[src/rtl/zjh_scan_pkg.sv]
`default_nettype none
// ============================================================================
// Module   : zjh_scan_pkg
// Purpose  : Shared constants and FSM state type for the digit scanner.
// Revision : 1.0 - initial release
// ============================================================================
package zjh_scan_pkg;

  localparam int NUM_DIGITS   = 4;
  localparam int DEF_TICK_DIV = 1000;
  localparam int DEF_SCAN_DIV = 50;

  typedef enum logic [0:0] {
    ST_STOPPED = 1'b0,
    ST_RUNNING = 1'b1
  } scan_state_t;

endpackage
`default_nettype wire

[src/rtl/zjh_bcd_digit.sv]
`default_nettype none
// ============================================================================
// Module   : zjh_bcd_digit
// Purpose  : One BCD decade (0..9) with a combinational carry out for chaining.
// Revision : 1.0 - initial release
// ============================================================================
module zjh_bcd_digit
  import zjh_scan_pkg::*;
(
  input  logic       Clock,
  input  logic       Aclr,
  input  logic       inc,
  input  logic       clr,
  output logic [3:0] val,
  output logic       carry
);

  logic [3:0] r_val;

  always_ff @(posedge Clock or negedge Aclr) begin
    if (!Aclr) begin
      r_val <= 4'd0;
    end else if (clr) begin
      r_val <= 4'd0;
    end else if (inc) begin
      r_val <= (r_val == 4'd9) ? 4'd0 : r_val + 4'd1;
    end
  end

  // Carry is asserted in the same cycle as the 9 -> 0 roll so the next
  // decade advances on the same edge.
  assign carry = inc & (r_val == 4'd9);
  assign val   = r_val;

endmodule
`default_nettype wire

[src/rtl/zjh_digit_scanner.sv]
`default_nettype none
// ============================================================================
// Module   : zjh_digit_scanner
// Purpose  : Run/stop 4-digit BCD counter with multiplexed digit scan output.
// Revision : 1.0 - initial release
// ============================================================================
module zjh_digit_scanner
  import zjh_scan_pkg::*;
#(
  parameter int TICK_DIV = DEF_TICK_DIV,
  parameter int SCAN_DIV = DEF_SCAN_DIV
) (
  input  logic       Clock,
  input  logic       Aclr,
  input  logic       key_run,
  input  logic       key_clr,
  output logic [1:0] sel,
  output logic [3:0] digit,
  output logic [3:0] dig_en_n,
  output logic       running,
  output logic       wrap
);

  localparam int TW = (TICK_DIV > 2) ? $clog2(TICK_DIV) : 1;
  localparam int SW = (SCAN_DIV > 2) ? $clog2(SCAN_DIV) : 1;
  localparam logic [TW-1:0] c_TICK_LAST = TW'(TICK_DIV - 1);
  localparam logic [SW-1:0] c_SCAN_LAST = SW'(SCAN_DIV - 1);

  logic [2:0]    r_run_sync;
  logic [1:0]    r_clr_sync;
  logic          w_run_rise;
  logic          w_clr;
  scan_state_t   r_state;
  scan_state_t   w_state_nxt;
  logic          w_start;
  logic          w_running;
  logic [TW-1:0] r_tick_cnt;
  logic          w_tick;
  logic [NUM_DIGITS:0] w_carry;
  logic [3:0]    w_val [NUM_DIGITS];
  logic          r_wrap;
  logic [SW-1:0] r_scan_cnt;
  logic          w_scan_step;
  logic [1:0]    r_sel;
  logic [1:0]    w_sel_nxt;
  logic [3:0]    r_dig_en_n;

  // Bit 2 of the run chain is the previous synchronised level for edge detect.
  always_ff @(posedge Clock or negedge Aclr) begin
    if (!Aclr) begin
      r_run_sync <= 3'b000;
      r_clr_sync <= 2'b00;
    end else begin
      r_run_sync <= {r_run_sync[1:0], key_run};
      r_clr_sync <= {r_clr_sync[0], key_clr};
    end
  end

  assign w_run_rise = r_run_sync[1] & ~r_run_sync[2];
  assign w_clr      = r_clr_sync[1];

  always_ff @(posedge Clock or negedge Aclr) begin
    if (!Aclr) begin
      r_state <= ST_STOPPED;
    end else begin
      r_state <= w_state_nxt;
    end
  end

  always_comb begin
    w_state_nxt = r_state;
    w_start     = 1'b0;
    if (w_clr) begin
      w_state_nxt = ST_STOPPED;
    end else if (w_run_rise) begin
      case (r_state)
        ST_STOPPED: begin
          w_state_nxt = ST_RUNNING;
          w_start     = 1'b1;
        end
        default: w_state_nxt = ST_STOPPED;
      endcase
    end
  end

  assign w_running = (r_state == ST_RUNNING);
  assign w_tick    = w_running & ~w_clr & (r_tick_cnt == c_TICK_LAST);

  always_ff @(posedge Clock or negedge Aclr) begin
    if (!Aclr) begin
      r_tick_cnt <= '0;
    end else if (w_clr || w_start) begin
      r_tick_cnt <= '0;
    end else if (w_running) begin
      r_tick_cnt <= w_tick ? '0 : r_tick_cnt + 1'b1;
    end
  end

  assign w_carry[0] = w_tick;

  for (genvar gi = 0; gi < NUM_DIGITS; gi++) begin : g_digit
    zjh_bcd_digit u_digit (
      .Clock (Clock),
      .Aclr  (Aclr),
      .inc   (w_carry[gi]),
      .clr   (w_clr),
      .val   (w_val[gi]),
      .carry (w_carry[gi+1])
    );
  end

  always_ff @(posedge Clock or negedge Aclr) begin
    if (!Aclr) begin
      r_wrap <= 1'b0;
    end else begin
      r_wrap <= w_carry[NUM_DIGITS];
    end
  end

  assign w_scan_step = (r_scan_cnt == c_SCAN_LAST);
  assign w_sel_nxt   = r_sel + 2'd1;

  // Scan keeps running in every state so a stopped display stays lit.
  always_ff @(posedge Clock or negedge Aclr) begin
    if (!Aclr) begin
      r_scan_cnt <= '0;
      r_sel      <= 2'd0;
      r_dig_en_n <= 4'b1110;
    end else begin
      r_scan_cnt <= w_scan_step ? '0 : r_scan_cnt + 1'b1;
      if (w_scan_step) begin
        r_sel      <= w_sel_nxt;
        r_dig_en_n <= ~(4'b0001 << w_sel_nxt);
      end
    end
  end

  assign sel      = r_sel;
  assign digit    = w_val[r_sel];
  assign dig_en_n = r_dig_en_n;
  assign running  = w_running;
  assign wrap     = r_wrap;

endmodule
`default_nettype wire

[config.mk]
export PLATFORM = sky130hd
export DESIGN_NAME = zjh_digit_scanner
export DESIGN_NICKNAME = d
export VERILOG_FILES = /design/src/rtl/zjh_scan_pkg.sv /design/src/rtl/zjh_bcd_digit.sv /design/src/rtl/zjh_digit_scanner.sv
export SDC_FILE = /design/constraint.sdc
export NUM_CORES = 1
export LEC_CHECK = 0
export CORE_ASPECT_RATIO = 2
export CORE_MARGIN = 2
export CORE_UTILIZATION = 55
export CTS_CLUSTER_DIAMETER = 120
export CTS_CLUSTER_SIZE = 30
export DETAILED_ROUTE_END_ITERATION = 16
export GPL_TIMING_DRIVEN = 1
export PLACE_DENSITY = 0.85
export SYNTH_ARGS = -nofsm -noshare
export SYNTH_HDL_FRONTEND = slang
export SYNTH_SLANG_ARGS = --single-unit
[constraint.sdc]
create_clock -name Clock -period 3.6 [get_ports Clock]
set_input_delay 0.9 -clock Clock [delete_from_list [all_inputs] [get_ports Clock]]
set_output_delay 0.9 -clock Clock [all_outputs]
set_load 0.03 [all_outputs]
* After elaboration in Yosys (flattened, before gate mapping)
Index checks and enable logic that the tools add are counted.
Operators by class: add/subtract/negate cells 7, $lt $le $gt $ge 1, eq/ne operators 6, shift operators 1, mux-type cells 24, bitwise logic cells 11, reduce and logical (&&, ||, !) cells 7
Operators with widths (count):
- two-way mux 4 bit | 14
- two-way mux 10 bit | 3
- adder 4 x 1 -> 4 bit, second input constant | 4
- equality test 4 bit, second input constant | 4
- nonzero test 2 bit | 6
- adder 10 x 1 -> 10 bit, second input constant | 1
- equality test 10 bit, second input constant | 1
- binary-select mux 4 bit (select 2 bit) | 1
- bitwise AND 1 bit | 7
- adder 6 x 1 -> 6 bit, second input constant | 1
- equality test 6 bit, second input constant | 1
- two-way mux 6 bit | 1
- two-way mux 1 bit | 5
- NOT 4 bit | 1
- << shifter 1 x 2 -> 4 bit, first input constant | 1
- greater-or-equal comparator 3 bit, second input constant | 1
- NOT 2 -> 3 bit | 1
- adder 2 x 1 -> 2 bit, second input constant | 1
- NOT 1 bit | 2
- logical OR 1 bit | 1
Word-level totals: register bits 45, input bits 4, output and inout port bits 12

* Depth between registers and ports, before layout
Gate-level depths: netlist of run 1.
word-level depth 8, depth in mapped cells 7

* Cells and area by module
A second synthesis of run 1 with hierarchy kept.
Second synthesis, totals: cells, all modules 232, area, all modules 2448.6 µm²
By module, submodules not included:
- zjh_digit_scanner | times used 1, cells an instance 128, area each 1482.7 µm², seq. area each 729.4 µm²
- zjh_bcd_digit | times used 4, cells an instance 26, area each 241.5 µm², seq. area each 100.1 µm²

* Least setup slack after synthesis of run 1
Ideal clock, no wire load.
path type reg-to-output, start point reg r_sel[0], in the netlist sel[0], end point out digit[0], arrival time 1.322 ns, required time 2.700 ns, setup slack 1.378 ns, cell stages (with the launch flop) 2, path buffers 0, cells stage by stage dfrtp_1 > mux4_2
Between the ends: longest elaborated chain between the ends 4
RTL lines:
- start: declaration | line zjh_digit_scanner.sv:44 | logic [1:0] r_sel;
- start signal: assignment | line zjh_digit_scanner.sv:132 | r_sel <= w_sel_nxt;
- NOT 2 -> 3 bit (implied by the code) | line zjh_digit_scanner.sv:139 | assign digit = w_val[r_sel];
- binary-select mux 4 bit (select 2 bit) | line zjh_digit_scanner.sv:139
- two-way mux 4 bit (implied by the code) (2 in a row) | line zjh_digit_scanner.sv:139
- end: declaration | line zjh_digit_scanner.sv:18 | output logic [3:0] digit,
Every way passes these cells. The select of a mux whose other input is x is not followed.

* Worst setup path in the final report of run 1
start point reg r_sel[0], in the netlist sel[0], end point out digit[3]
The elaborated chain is that of the path after synthesis.

==> impl_metrics.yaml, run 1 <==
timing:
  finalHoldViolCount: 0
  relSlewSlack_pct: 35.0
  fmax_mhz: 337
  skew_ns: 0.00293
  period_minus_slack_ns: 2.97
  maxSlewViolCount: 0
  worst_slack_ns: 0.633
  finalSetupViolCount: 0
  hold_ws_ns: 0.352
  setup_tns_ns: 0
  rsz0062_at_grt: "false"
  finalCritPeriodShare_pct: 82.4
  worstMarginPinSlew_ns: 0.975
yosys:
  synth-edff-count: 0
  yosysTopAreaCell: "dfrtp_1"
  ys_types: 47
  avgSynthCellArea_um2: 10.6
  synth_area_leaders: "dfrtp_1, ha_1, mux4_2"
  ys_seq_area_share_pct: 46.8
  synthTopCellsByCount: "dfrtp_1, o21ai_0, a21oi_1, nor2_1"
  synth_nets: 246
  yosysMostFrequentCell: "dfrtp_1"
  ys_ff_latch: 45
  syn_area_um2: 2410
  synth_ff_type: "dfrtp_1"
  synth.top_cell.area_share_pct: 43.5
  yosysWarnings: 0
  synthArstFlopShare_pct: 100
  syn-instance-count: 227
critical_path:
  cp_data_required_time_ns: 2.70
  ff2ff_setup_slack_ns: 1.34
  critPathCaptureType: "primary output"
  crit_type: "register to primary output"
  crit_arrival_ns: 2.07
  cp-start-kind: "register"
  cp_max_fo: 8
floorplanning:
  core-area_um2: 4300
  start_util_pct: 56.2
  die_w_um: 50.9
  dieHeight_um: 97.7
  num_rows: 34
  die_area_um2: 4970
  io_pins: 16
routing:
  wl_um: 4900
  drt_iter0_markers: 56
  vias_per_cell: 6.22
  vias: 1834
  drc_errors: 0
  drt-pass1-iter-count: 4
  post_drt_wl_per_cell_um: 16.6
  postRouteAntennaNets: 0
clock_tree:
  numCtsBuffers: 5
  path_clk_slew_ns: 0.08
  cts-resized-gates: 0
  clk_latency_ns: 0.30
  cts_max_path_buffers: 2
  post-cts-setup-buffers: 0
  clockRootBuffer: "clkbuf_8"
  ctsHoldBuffers: 0
  clock-sinks: 45
  cts_tree: "yes"
  htreeDepth: 2
grt:
  grt_usage_pct: 23.2
  grt_max_degree: 46
  globalRoute.totalOverflow: 0
  antenna_found_initial: 0
  grt_pass1_wl_um: 8780
  grt_pass1_vias: 1973
place:
  post-dp-hpwl_um: 3610
  portBuffers: 15
  placed_cells: 287
  gp_congestion: 0.816
  dp_slack_ns: 0.983
  dpl_cell_area_um2: 2570
min_path:
  hold_class: "register to register"
final_layout:
  drive_gt1_share_pct: 10.4
  layout.nets: 259
  syn_to_final_growth_pct: 11.3
  n_antenna_cell: 0
  postLayoutCellArea_um2: 2690
  final_cell_count_no_fill: 295
pwr:
  power.leakage_nw: 1.13
  power_density_nw_per_um2: 352
  peakVddDrop_v: 0.000294
run:
  drv_cap: 0
outcome:
  status: "finished, final reports clean"
## power by group
group | internal, W | switching [W]
sequential | 0.000510 | 0.00000723
combinational | 0.0000114 | 0.0000221
clock | 0.000226 | 0.000169
## cell families after synthesis
kind of cell	share of synthesized area, %
and+or+nand+nor	21.4
AOI/OAI and AO/OA	13.1
DFF	46.8
buffers and inverters	4.14
adders and majority gates	7.77
xor gates and xnor gates	2.18
muxes	4.61
## stage by stage
stage               power (W)  util (%)
floorplan            0.000544         -
global placement     0.000561      59.8
finish               0.000946      62.6
CTS                  0.000956      62.6
detailed placement   0.000562      59.8
global route         0.000981      62.6
## worst max-delay path: stages, from the launching register on
cell	delay [ns]
dfrtp_1	0.57
mux4_2	0.59
clkdlybuf4s50_1	0.61
## flip-flops by register name, indices dropped and copies added (netlist names)
register / count
g_digit.u_digit.val: 16
r_tick_cnt: 10
r_scan_cnt: 6
dig_en_n: 4
r_run_sync: 3
r_clr_sync: 2
sel: 2
running: 1
wrap: 1
## metal layers
layer	track usage (%)	part of all wire [%]	wire length (um)	vias up
li1	-	-	-	852
met2	43.5	56	2770	56
met1	23.1	36	1750	906
met4	13.1	4.6	227	0
met5	0	0	0	-
met3	3.08	3.2	158	20
## area by class of cell
type / count / area (um2)
clock inverter: 2 / 37.5
multi-input combinational: 162 / 1180
timing repair buffer: 15 / 145
inverter: 11 / 41.3
fill: 350 / 1610
sequential: 45 / 1130
tap: 54 / 67.6
clock buffer: 6 / 82.6
## cell usage in the layout, fill, tap and decap left out, types with 3 or more instances in the layout
master	instances
dfrtp_1	42
o21ai_0	17
nor2_1	16
a21oi_1	16
nand2_1	15
ha_1	15
clkdlybuf4s50_1	14
inv_1	11
nand3_1	8
nand4_1	7
or3_1	7
clkbuf_8	6
xnor2_1	5
and3b_1	5
mux4_2	4
nor2b_1	4
or4_1	4
o31ai_1	3
dfstp_2	3
## worst paths after layout
| path | cells past startpoint | endpoint | from |
|---|---|---|---|
| setup reg to reg | 4 | g_digit[3].u_digit.val[3]$_DFFE_PN0P_ | r_clr_sync[1]$_DFF_PN0_ |
| setup / recovery | 2 | digit[3] | sel[0]$_DFFE_PN0N_ |
| hold reg to reg | 0 | r_clr_sync[1]$_DFF_PN0_ | r_clr_sync[0]$_DFF_PN0_ |
| hold / removal | 0 | r_clr_sync[1]$_DFF_PN0_ | r_clr_sync[0]$_DFF_PN0_ |
| min in group asynchronous | 1 | r_tick_cnt[7]$_DFFE_PN0P_ | Aclr |
| max in group asynchronous | 1 | g_digit[0].u_digit.val[0]$_DFFE_PN0P_ | Aclr |
Note: power is estimated with default switching activity, not from simulation.
==> run 2, diff against run 1 <==
- CORE_UTILIZATION: 55 -> 53
- PLACE_DENSITY: 0.85 -> 0.86
- clock period: 3.6 -> 2.47 ns (I/O delays scaled with it)
==> run 2 against run 1 <==
  * First-iteration DRC count is 29% lower
  * Hold slack worse by 0.011 ns
  * Clock skew is 0.0092 ns higher
  * Critical path type unchanged
==> impl_metrics.yaml, run 2 (same netlist as run 1, synthesis figures left out) <==
outcome:
  status: "finished, final reports clean"
final_layout:
  final_core_util_pct: 61.5
  final_cell_mix: "dfrtp_1, o21ai_0, nor2_1, a21oi_1"
  drive_gt1_share_pct: 11.8
  regArea_um2: 1130
  largest_reg_flops: 16
  layout.nets: 264
  n_antenna_cell: 0
  nFillCells: 378
  layout_commonest_cell: "dfrtp_1"
  syn_to_final_growth_pct: 11.6
  multi_input_area_um2: 1180
critical_path:
  critical_path.top_delay_family: "multiplexers"
  worstRegToRegCells: 5
  cp_slowest_cell: "mux4_2"
  cp_data_required_time_ns: 1.85
  r2r-start: "r_tick_cnt[0]$_DFFE_PN0P_"
  path_buf_inv: 1
  max_stage_delay_ns: 0.55
  crit_arrival_ns: 1.71
  crit_cells: 2
  critPathCaptureType: "primary output"
  cp-start-kind: "register"
  crit_start: "sel[0]$_DFFE_PN0N_"
  path_cells: "mux4_2, dlygate4sd2_1"
  timing.rr.end: "g_digit[3].u_digit.val[3]$_DFFE_PN0P_"
  ff2ff_setup_slack_ns: 0.35
  cp_max_fo: 5
  crit_type: "register to primary output"
  cp-endpoint: "digit[3]"
timing:
  setup_tns_ns: 0
  maxSlewViolCount: 0
  relSlewSlack_pct: 59.2
  worst_slack_ns: 0.142
  period_minus_slack_ns: 2.33
  rsz0062_at_grt: "false"
  hold_ws_ns: 0.341
  fmax_mhz: 430
  finalHoldViolCount: 0
  finalSetupViolCount: 0
  skew_ns: 0.0121
  finalCritPeriodShare_pct: 94.3
  worstMarginPinSlew_ns: 0.608
floorplanning:
  dieHeight_um: 99.5
  start_util_pct: 55.1
  die_w_um: 51.7
  core-area_um2: 4380
  num_rows: 34
  die_area_um2: 5150
  io_pins: 16
clock_tree:
  cts_tree: "yes"
  cts_max_path_buffers: 2
  clk_latency_ns: 0.31
  post-cts-setup-buffers: 0
  path_clk_slew_ns: 0.09
  htreeDepth: 2
  clockRootBuffer: "clkbuf_8"
  clock-sinks: 45
  numCtsBuffers: 5
pwr:
  power.leakage_nw: 1.17
  combPwrFrac_pct: 4.4
  power_density_nw_per_um2: 476
  p_switching_w: 0.000292
  peakVddDrop_v: 0.000538
  power_frac_seq_pct: 58.5
  power_w: 0.00128
  power_switching_share_pct: 22.8
  intPower_w: 0.000990
  power_frac_clock_pct: 37.1
grt:
  globalRoute.totalOverflow: 0
  grt_pass1_wl_um: 8270
  grt_max_degree: 46
  grt_pass1_vias: 1841
  grt_usage_pct: 21.6
  antenna_found_initial: 0
routing:
  vias: 1785
  vias_per_cell: 5.95
  post_drt_wl_per_cell_um: 16.2
  wl_um: 4860
  postRouteAntennaNets: 0
  drc_errors: 0
  drt_iter0_markers: 40
  drt-pass1-iter-count: 2
place:
  dp_slack_ns: 0.234
  gp_congestion: 0.811
  portBuffers: 15
  post-dp-hpwl_um: 3670
run:
  drv_cap: 0
min_path:
  hold_class: "register to register"
run 2: changes by cell type in the layout (fill, tap and decap cells not counted), sizes merged:
cell	before	now
buf	1	6
bufinv	1	0
clkbuf	6	7
clkdlybuf4s50	14	10
dlygate4sd2	0	4
run 2: power by group through the flow:
stage	Clock (W)	Sequential [W]	Combinational [W]
6_report	0.000476	0.000749	0.0000564
2_1_floorplan	0	0.000765	0.0000270
4_1_cts	0.000481	0.000749	0.0000579
5_1_grt	0.000510	0.000751	0.0000638
3_5_place_dp	0	0.000764	0.0000578
3_3_place_gp	0	0.000763	0.0000556
run 2: through the flow:
stage	cell area [um2]	std cells
floorplan	2410	227
global placement	2610	292
detailed placement	2610	292
CTS	2700	300
global route	2700	300
finish	2700	300
run 2: how the worst min path moves through the flow:
stage / from / to / cells past startpoint
floorplan: Aclr / dig_en_n[0]$_DFFE_PN0N_ / 0
CTS: r_clr_sync[0]$_DFF_PN0_ / r_clr_sync[1]$_DFF_PN0_ / 0
global route: r_clr_sync[0]$_DFF_PN0_ / r_clr_sync[1]$_DFF_PN0_ / 0
detailed placement: r_clr_sync[0]$_DFF_PN0_ / r_clr_sync[1]$_DFF_PN0_ / 0
finish: r_clr_sync[0]$_DFF_PN0_ / r_clr_sync[1]$_DFF_PN0_ / 0
global placement: r_run_sync[0]$_DFF_PN0_ / r_run_sync[1]$_DFF_PN0_ / 0
run 2: per-layer routing:
| metal | global-route usage (%) | vias to the layer above | wire, um |
|---|---|---|---|
| met4 | 11.5 | 0 | 161 |
| met5 | 0 | - | 0 |
| met1 | 19.9 | 889 | 1710 |
| li1 | - | 865 | - |
| met2 | 41.7 | 21 | 2890 |
| met3 | 3.90 | 10 | 102 |
run 2: repair_timing:
item | CTS | global route
endpoints found under the hold margin | 0 | 0
resized for setup | 4 | 0
hold buffers | 0 | 0
setup endpoints to repair | 4 | 0
run 2: cell type report:
| class | instances | area share (%) |
|---|---|---|
| clock inverters | 1 | 0.279 |
| inverters | 11 | 1.53 |
| flip-flops and latches | 45 | 41.9 |
| repair buffers | 20 | 6.59 |
| clock buffers | 7 | 3.20 |
| well taps | 54 | 2.51 |
| multi-input cells | 162 | 44.0 |
==> run 3, diff against run 2 <==
- GPL_TIMING_DRIVEN: 1 -> unset
==> results of run 3 <==
Same layout as run 2: the final DEF is identical, and so are final timing and power.
